===== src/rtl/alarm_ctrl_pkg.sv =====
// rtl/alarm_ctrl_pkg.sv - shared types and constants for the alarm controller
package alarm_ctrl_pkg;

  localparam int SECS_W       = 17;
  localparam int SECS_PER_DAY = 86400;

  typedef enum logic [1:0] {
    ST_IDLE    = 2'd0,
    ST_ARMED   = 2'd1,
    ST_RINGING = 2'd2,
    ST_SNOOZED = 2'd3
  } alarm_state_t;

endpackage


===== src/rtl/alarm_ctrl_secs_add_wrap.sv =====
// rtl/alarm_ctrl_secs_add_wrap.sv - (a + b) mod 86400 for seconds-of-day values
module secs_add_wrap
  import alarm_ctrl_pkg::*;
(
  input  logic [SECS_W-1:0] a,
  input  logic [SECS_W-1:0] b,
  output logic [SECS_W-1:0] sum
);

  localparam logic [SECS_W:0] DAY_EXT = (SECS_W + 1)'(SECS_PER_DAY);

  logic [SECS_W:0] raw;
  logic [SECS_W:0] wrapped;

  // Both operands are below one day, so one conditional subtract is enough.
  always_comb begin
    raw     = {1'b0, a} + {1'b0, b};
    wrapped = raw - DAY_EXT;
    if (raw >= DAY_EXT) begin
      sum = wrapped[SECS_W-1:0];
    end else begin
      sum = raw[SECS_W-1:0];
    end
  end

endmodule


===== src/rtl/alarm_ctrl.sv =====
// rtl/alarm_ctrl.sv - alarm clock controller with ring timeout and limited snooze
module alarm_ctrl
  import alarm_ctrl_pkg::*;
#(
  parameter int RING_SECS   = 60,
  parameter int SNOOZE_SECS = 300,
  parameter int MAX_SNOOZE  = 3
) (
  input  logic              clk,
  input  logic              rst,
  input  logic              tick,
  input  logic [SECS_W-1:0] now_secs,
  input  logic              set_valid,
  input  logic [SECS_W-1:0] set_secs,
  input  logic              arm_toggle,
  input  logic              snooze,
  input  logic              dismiss,
  output logic [SECS_W-1:0] alarm_secs,
  output logic              armed,
  output logic              ringing,
  output logic              buzz,
  output logic [1:0]        snooze_left,
  output logic              set_err
);

  localparam int              RC_W      = (RING_SECS > 1) ? $clog2(RING_SECS) : 1;
  localparam logic [RC_W-1:0] RING_LAST = RC_W'(RING_SECS - 1);
  localparam logic [1:0]      SNZ_FULL  = 2'(MAX_SNOOZE);
  localparam logic [SECS_W-1:0] DAY     = SECS_W'(SECS_PER_DAY);

  alarm_state_t      state, state_n;
  logic [RC_W-1:0]   ring_cnt, ring_cnt_n;
  logic              beep, beep_n;
  logic [SECS_W-1:0] wake, wake_n, wake_sum;
  logic [1:0]        left_n;
  logic [SECS_W-1:0] alarm_n;
  logic              set_bad;

  secs_add_wrap u_wake_add (
    .a   (now_secs),
    .b   (SECS_W'(SNOOZE_SECS)),
    .sum (wake_sum)
  );

  assign set_bad = set_valid && (set_secs >= DAY);

  // Next-state logic; priority is arm_toggle, dismiss, snooze, then tick events.
  always_comb begin
    state_n    = state;
    ring_cnt_n = ring_cnt;
    beep_n     = beep;
    wake_n     = wake;
    left_n     = snooze_left;
    alarm_n    = alarm_secs;

    if (set_valid && !set_bad && (state == ST_IDLE || state == ST_ARMED)) begin
      alarm_n = set_secs;
    end

    case (state)
      ST_IDLE: begin
        if (arm_toggle) state_n = ST_ARMED;
      end
      ST_ARMED: begin
        if (arm_toggle) begin
          state_n = ST_IDLE;
        end else if (tick && now_secs == alarm_secs) begin
          state_n    = ST_RINGING;
          ring_cnt_n = '0;
          beep_n     = 1'b1;
        end
      end
      ST_RINGING: begin
        if (arm_toggle) begin
          state_n = ST_IDLE;
          left_n  = SNZ_FULL;
        end else if (dismiss) begin
          state_n = ST_ARMED;
          left_n  = SNZ_FULL;
        end else if (snooze && snooze_left != 2'd0) begin
          state_n = ST_SNOOZED;
          wake_n  = wake_sum;
          left_n  = snooze_left - 2'd1;
        end else if (tick) begin
          if (ring_cnt == RING_LAST) begin
            state_n = ST_ARMED;
            left_n  = SNZ_FULL;
          end else begin
            ring_cnt_n = ring_cnt + RC_W'(1);
            beep_n     = ~beep;
          end
        end
      end
      ST_SNOOZED: begin
        if (arm_toggle) begin
          state_n = ST_IDLE;
          left_n  = SNZ_FULL;
        end else if (dismiss) begin
          state_n = ST_ARMED;
          left_n  = SNZ_FULL;
        end else if (tick && now_secs == wake) begin
          state_n    = ST_RINGING;
          ring_cnt_n = '0;
          beep_n     = 1'b1;
        end
      end
      default: state_n = ST_IDLE;
    endcase
  end

  // State, counters and registered outputs.
  always_ff @(posedge clk) begin
    if (rst) begin
      state       <= ST_IDLE;
      ring_cnt    <= '0;
      beep        <= 1'b0;
      wake        <= '0;
      snooze_left <= SNZ_FULL;
      alarm_secs  <= '0;
      set_err     <= 1'b0;
      armed       <= 1'b0;
      ringing     <= 1'b0;
      buzz        <= 1'b0;
    end else begin
      state       <= state_n;
      ring_cnt    <= ring_cnt_n;
      beep        <= beep_n;
      wake        <= wake_n;
      snooze_left <= left_n;
      alarm_secs  <= alarm_n;
      set_err     <= set_bad;
      armed       <= (state_n != ST_IDLE);
      ringing     <= (state_n == ST_RINGING);
      buzz        <= (state_n == ST_RINGING) && beep_n;
    end
  end

endmodule


===== config.mk =====
export PLATFORM = sky130hd
export DESIGN_NAME = alarm_ctrl
export DESIGN_NICKNAME = d
export VERILOG_FILES = /design/src/rtl/alarm_ctrl_pkg.sv /design/src/rtl/alarm_ctrl_secs_add_wrap.sv /design/src/rtl/alarm_ctrl.sv
export SDC_FILE = /design/constraint.sdc
export NUM_CORES = 1
export LEC_CHECK = 0
export CAP_MARGIN = 25
export CELL_PAD_IN_SITES_DETAIL_PLACEMENT = 0
export CELL_PAD_IN_SITES_GLOBAL_PLACEMENT = 1
export CORE_MARGIN = 4
export CORE_UTILIZATION = 36
export CTS_CLUSTER_DIAMETER = 80
export DETAILED_ROUTE_END_ITERATION = 6
export GPL_TIMING_DRIVEN = 0
export PLACE_DENSITY = 0.82
export SYNTH_ARGS = -nofsm -noshare
export SYNTH_HDL_FRONTEND = slang
export SYNTH_SLANG_ARGS = --single-unit

===== constraint.sdc =====
create_clock -name clk -period 3.2 [get_ports clk]
set_clock_uncertainty 0.15 [all_clocks]
set_input_delay 0.64 -clock clk [delete_from_list [all_inputs] [get_ports clk]]
set_output_delay 0.64 -clock clk [all_outputs]
set_load 0.1 [all_outputs]

; ---- Word level (Yosys, flattened, before mapping)
; Index checks and enable logic that the tools add are counted.
[word_totals]
ff_bits = 49
in_bits = 41
out_inout_bits = 23
[op_classes]
add_sub_neg = 4
magnitude_cmp = 2
n_eq_ne = 20
muxes = 43
bitwise = 3
reduce_logical = 17
[ops]
columns = op, n
row1 = 6-bit two-way mux, 10
row2 = 2-bit two-way mux, 18
row3 = 17-bit equality test, 2
row4 = 17-bit by 9-bit adder with 18-bit output (second input constant), 1
row5 = 18-bit by 17-bit greater-or-equal comparator with 1-bit output (second input constant), 1
row6 = 2-bit != test (second input constant), 9
row7 = 6-bit case mux with 3 select lines, 1
row8 = 17-bit greater-or-equal comparator (second input constant), 1
row9 = 17-bit two-way mux, 1
row10 = 17-bit subtractor (second input constant), 1
row11 = 11-bit AND reduction, 1
row12 = 1-bit two-way mux, 10
row13 = 5-bit != test (second input constant), 2
row14 = 2-bit case mux with 4 select lines, 1
row15 = 4-bit AND reduction, 2
row16 = 1-bit logical AND, 7
row17 = 6-bit by 1-bit adder with 6-bit output (second input constant), 1
row18 = 2-bit equality test (second input constant), 3
row19 = 6-bit equality test (second input constant), 1
row20 = 2-bit nonzero test, 3
row21 = 2-bit case mux with 2 select lines, 1
row22 = 3-bit != test (second input constant), 1
row23 = 1-bit inverter, 3
row24 = 1-bit case mux with 3 select lines, 1
row25 = other kinds (7), 7

; ---- Depth between registers and ports, before layout
[depth]
word_depth = 9
depth_mapped = 11
depth_no_buf = 11

; ---- Cells and area by module
; Synthesis repeated with hierarchy kept, for this count alone.
[unflattened]
cells_unflattened = 428
area_unflattened_um2 = 3626.0
[by_module_without_submodules]
columns = mod, instances, cells_each, area_each_um2
row1 = alarm_ctrl, 1, 274, 2396.0
row2 = secs_add_wrap, 1, 154, 1229.9

; ---- Least setup slack after synthesis
; Ideal clock, no wire load.
[synth_timing]
path_type = register to register
startpoint = reg snooze_left[0]
endpoint = reg wake[7]
setup_time_ns = 0.070
t_arrival_ns = 2.795
t_required_ns = 2.980
path_slack_ns = 0.185
stages_incl_launch_ff = 8
path_buffers = 1
path_cell_list = dfxtp_1 > inv_1 > ha_1 > nand2b_1 > nor4_1 > clkbuf_1 > o21ai_0 > a21oi_1
[synth_via]
elab_chain_cells = 3
[synth_lines]
columns = item, line_no
row1 = "start, declared", alarm_ctrl.sv:22  ; output logic [1:0] snooze_left,
row2 = "start signal, assigned", alarm_ctrl.sv:129  ; snooze_left <= left_n;
row3 = 2-bit nonzero test, alarm_ctrl.sv:80  ; end else if (snooze && snooze_left != 2'd0) begin
row4 = 1-bit logical AND, alarm_ctrl.sv:80
row5 = 4-bit AND reduction (no source line), -
row6 = "end signal, assigned", alarm_ctrl.sv:128  ; wake <= wake_n;
row7 = "end, declared", alarm_ctrl.sv:34  ; logic [SECS_W-1:0] wake, wake_n, wake_sum;
; No other way between the ends.
; A chain may end at the register's enable or synchronous reset.

; ---- Worst setup path after layout
[layout_timing]
startpoint = in now_secs[5]
endpoint = reg wake[11]
[layout_via]
elab_chain_cells = 3
word_cells_on_any_way = 4
cone_classes = add/sub (2) / order compare (1) / mux (1)
[layout_lines]
columns = item, line_no
row1 = "start, declared", alarm_ctrl.sv:12  ; input logic [SECS_W-1:0] now_secs,
row2 = 17-bit by 9-bit adder with 18-bit output (*), alarm_ctrl_secs_add_wrap.sv:17  ; raw = {1'b0, a} + {1'b0, b};
row3 = 17-bit subtractor or 18-bit by 17-bit greater-or-equal comparator with 1-bit output (tied branches), "alarm_ctrl_secs_add_wrap.sv:18, alarm_ctrl_secs_add_wrap.sv:19"
row4 = 17-bit two-way mux (*), alarm_ctrl_secs_add_wrap.sv:19  ; if (raw >= DAY_EXT) begin
; Mark *: on every way between the ends. The rest lies on a longest branch, timed or not.

==> results.ini <==
[outcome]
outcome=finished, final reports clean

[clock_tree]
htreeDepth=2
clk_latency_ps=320
cts_setup_buffers=0
clk_pin_slew_ps=100
cts_tree=yes
clockBufferDepth=2
cts_buffers=5
cts_sinks=49
cts-root-buf=clkbuf_8

[routing]
drtPass1Iterations=5
routed_wl_um=9049
drtIter0Drc=179
vias=3107
antenna_left=0
wl_per_cell_um=16.07
vias_per_cell=5.519
drc=0

[pwr]
ir_drop_uv=190.0
pwr_density_cell_nw_per_um2=374.3
power_leakage_nw=1.496

[timing]
clock.fmax_mhz=321.2
finalHoldViolCount=0
post-route-period-util=0.9728
rsz0062_at_grt=false
period_minus_slack_ps=3113
max_slew_margin=0.3385
drv_slew=0
worst_pin_slew_ps=989.2
finalSetupViolations=0

[global_routing]
antenna_found_initial=0
grt_max_degree=18
grt_pass1_wl_um=14700
grt_pass1_vias=2975
grt.total_usage=0.1752
grt_overflow=0

[logic_synthesis]
netlist_instances=393
synthArstFlopShare=0
synth_seq_area_share=0.3013
synth_top_area_frac=0.3013
synth_edf_count=0
synth_area_um2=3256
ys_types=65
synth.top_cells.by_area=dfxtp_1 30%, xnor2_1 8.3%, mux2i_1 5.5%
ys.flop_type=dfxtp_1
ys_ff_latch=49
yosysTopAreaCell=dfxtp_1
syn-num-nets=438
yosys_warnings=0
postSynthAreaPerCell_um2=8.284

[die]
core-area_um2=8763
start_util=0.3715
num_rows=34
die_area_um2=10630
ios=64
dieHeight_um=103.1
die_w_um=103.1

[layout]
final_nets=499
post-route-util=0.4667
fin_cells=563
diodes=0
fin_area_um2=4090
final_common_cell=clkdlybuf4s50_1
layout_common_cells=51 x clkdlybuf4s50_1, 49 x dfxtp_1, 40 x nor2_1, 31 x xnor2_1, 22 x nand2_1
drive_above_1_share=0.1077
syn_to_final_growth_pct=25.63

[setup_path]
r2r_end=wake[7]$_SDFFE_PP0P_
r2r_setup_slack_ps=550
crit_fanout=10
end_kind=flop
critPathTopFamily=compound AO/OA/AOI/OAI gates
cpMostUsedCell=buf_6
crit_chain=clkdlybuf4s50_1 > buf_6 > nor2_4 > a21o_4 > or3_4 > a21o_1 > o2111a_1 > buf_6 > nor4_4 > nor4_1 > a211o_1
reg2reg_depth=7
worstSetupPathType=in2reg
path_buf_inv=3
slowest_stage=clkdlybuf4s50_1
arrival_ps=3180
critPathRequiredTime_ps=3270
cp_slowest_stage_delay_ps=500
r2r-start=snooze_left[0]$_SDFFE_PP1P_
critPathLaunchType=primary input

[placement]
place_congestion=0.8551
placed_cells=555
hpwl_um=7046
placed_area_um2=3938
io_buffers=54

[worst_hold_path]
hp-class=reg2reg
hp-start=wake[5]$_SDFFE_PP0P_
min_to=wake[5]$_SDFFE_PP0P_
holdPathStages=2

[run]
cap_viol_max_count=0

## registers in the layout, summed over array words and instances, names as in the netlist
signal	flops
armed	1
state	2
ringing	1
set_err	1
wake	17
snooze_left	2
ring_cnt	6
buzz	1
alarm_secs	17
beep	1
## worst max path at each step
stage | startpoint | end | cells after the start
2_1_floorplan | snooze_left[0]$_SDFFE_PP1P_ | wake[7]$_SDFFE_PP0P_ | 7
3_3_place_gp | now_secs[2] | wake[11]$_SDFFE_PP0P_ | 12
3_5_place_dp | now_secs[2] | wake[11]$_SDFFE_PP0P_ | 12
6_report | now_secs[5] | wake[11]$_SDFFE_PP0P_ | 11
4_1_cts | now_secs[9] | ring_cnt[1]$_SDFFE_PP0P_ | 10
5_1_grt | now_secs[5] | wake[10]$_SDFFE_PP0P_ | 10
## repair_timing
item	CTS	global route
gates resized for setup	5	16
endpoints found under the setup margin	10	10
hold buffers	0	0
pin swaps	0	1
## metrics by stage
stage / power, mW / worst slack, ps / setup TNS, ps / hold WS (ps)
finish: 1.531 / 86.97 / 0 / 320.9
global route: 1.590 / 2.032 / 0 / 346.0
CTS: 1.533 / 19.52 / 0 / 322.1
detailed placement: 1.061 / -642.2 / -7705 / 310.0
global placement: 1.059 / -645.9 / -9283 / 301.0
floorplan: 0.9378 / 185.1 / 0 / 293.6
## kinds of logic (layout without fill, tap and decap cells)
| family | Yosys count | in the layout | synth area share |
|---|---|---|---|
| AO/OA/AOI/OAI | 86 | 86 | 0.1829 |
| adder cells (fa/ha/maj) | 4 | 4 | 0.01537 |
| AND/OR/NAND/NOR | 152 | 152 | 0.2583 |
| multiplexers | 18 | 18 | 0.05534 |
| XOR/XNOR | 47 | 47 | 0.1311 |
| flip-flops | 49 | 49 | 0.3013 |
| buffers and inverters | 37 | 99 | 0.05573 |
## power by group
part | switching [mW] | internal (mW) | total, mW
clock network | 0.240 | 0.239 | 0.479
registers | 0.0146 | 0.625 | 0.639
logic | 0.259 | 0.154 | 0.413
total | 0.513 | 1.02 | 1.53
## final cells by class
type	count	area, um2
clock inverter	3	47.55
tap	108	135.1
sequential	49	980.9
timing repair buffer	54	533.0
inverter	11	41.29
buffer	26	147.6
clock buffer	5	68.82
multi-input combinational	307	2136
fill	886	4673
## Yosys cell counts (11+ instances only)
library cell   n
a21oi_1       20
mux2i_1       18
xnor2_1       31
nand2_1       22
dfxtp_1       49
o21ai_0       22
nor3_1        11
nor2_1        40
inv_1         11
xor2_1        14
clkbuf_1      13
nand3_1       11
## worst min-delay path, delay by kind of cell, from the launching register on
| family | cells | cell delay, ps |
|---|---|---|
| AO/OA/AOI/OAI | 1 | 50 |
| flip-flops | 1 | 330 |
| AND/OR/NAND/NOR | 1 | 50 |
## metal layers
metal  GRT usage  routed length, um
met5           0                  0
met4     0.04582                 92
met3     0.02909                558
met2      0.2847               4178
met1      0.2409               4220
No activity file was read; power rests on OpenSTA's default activity.
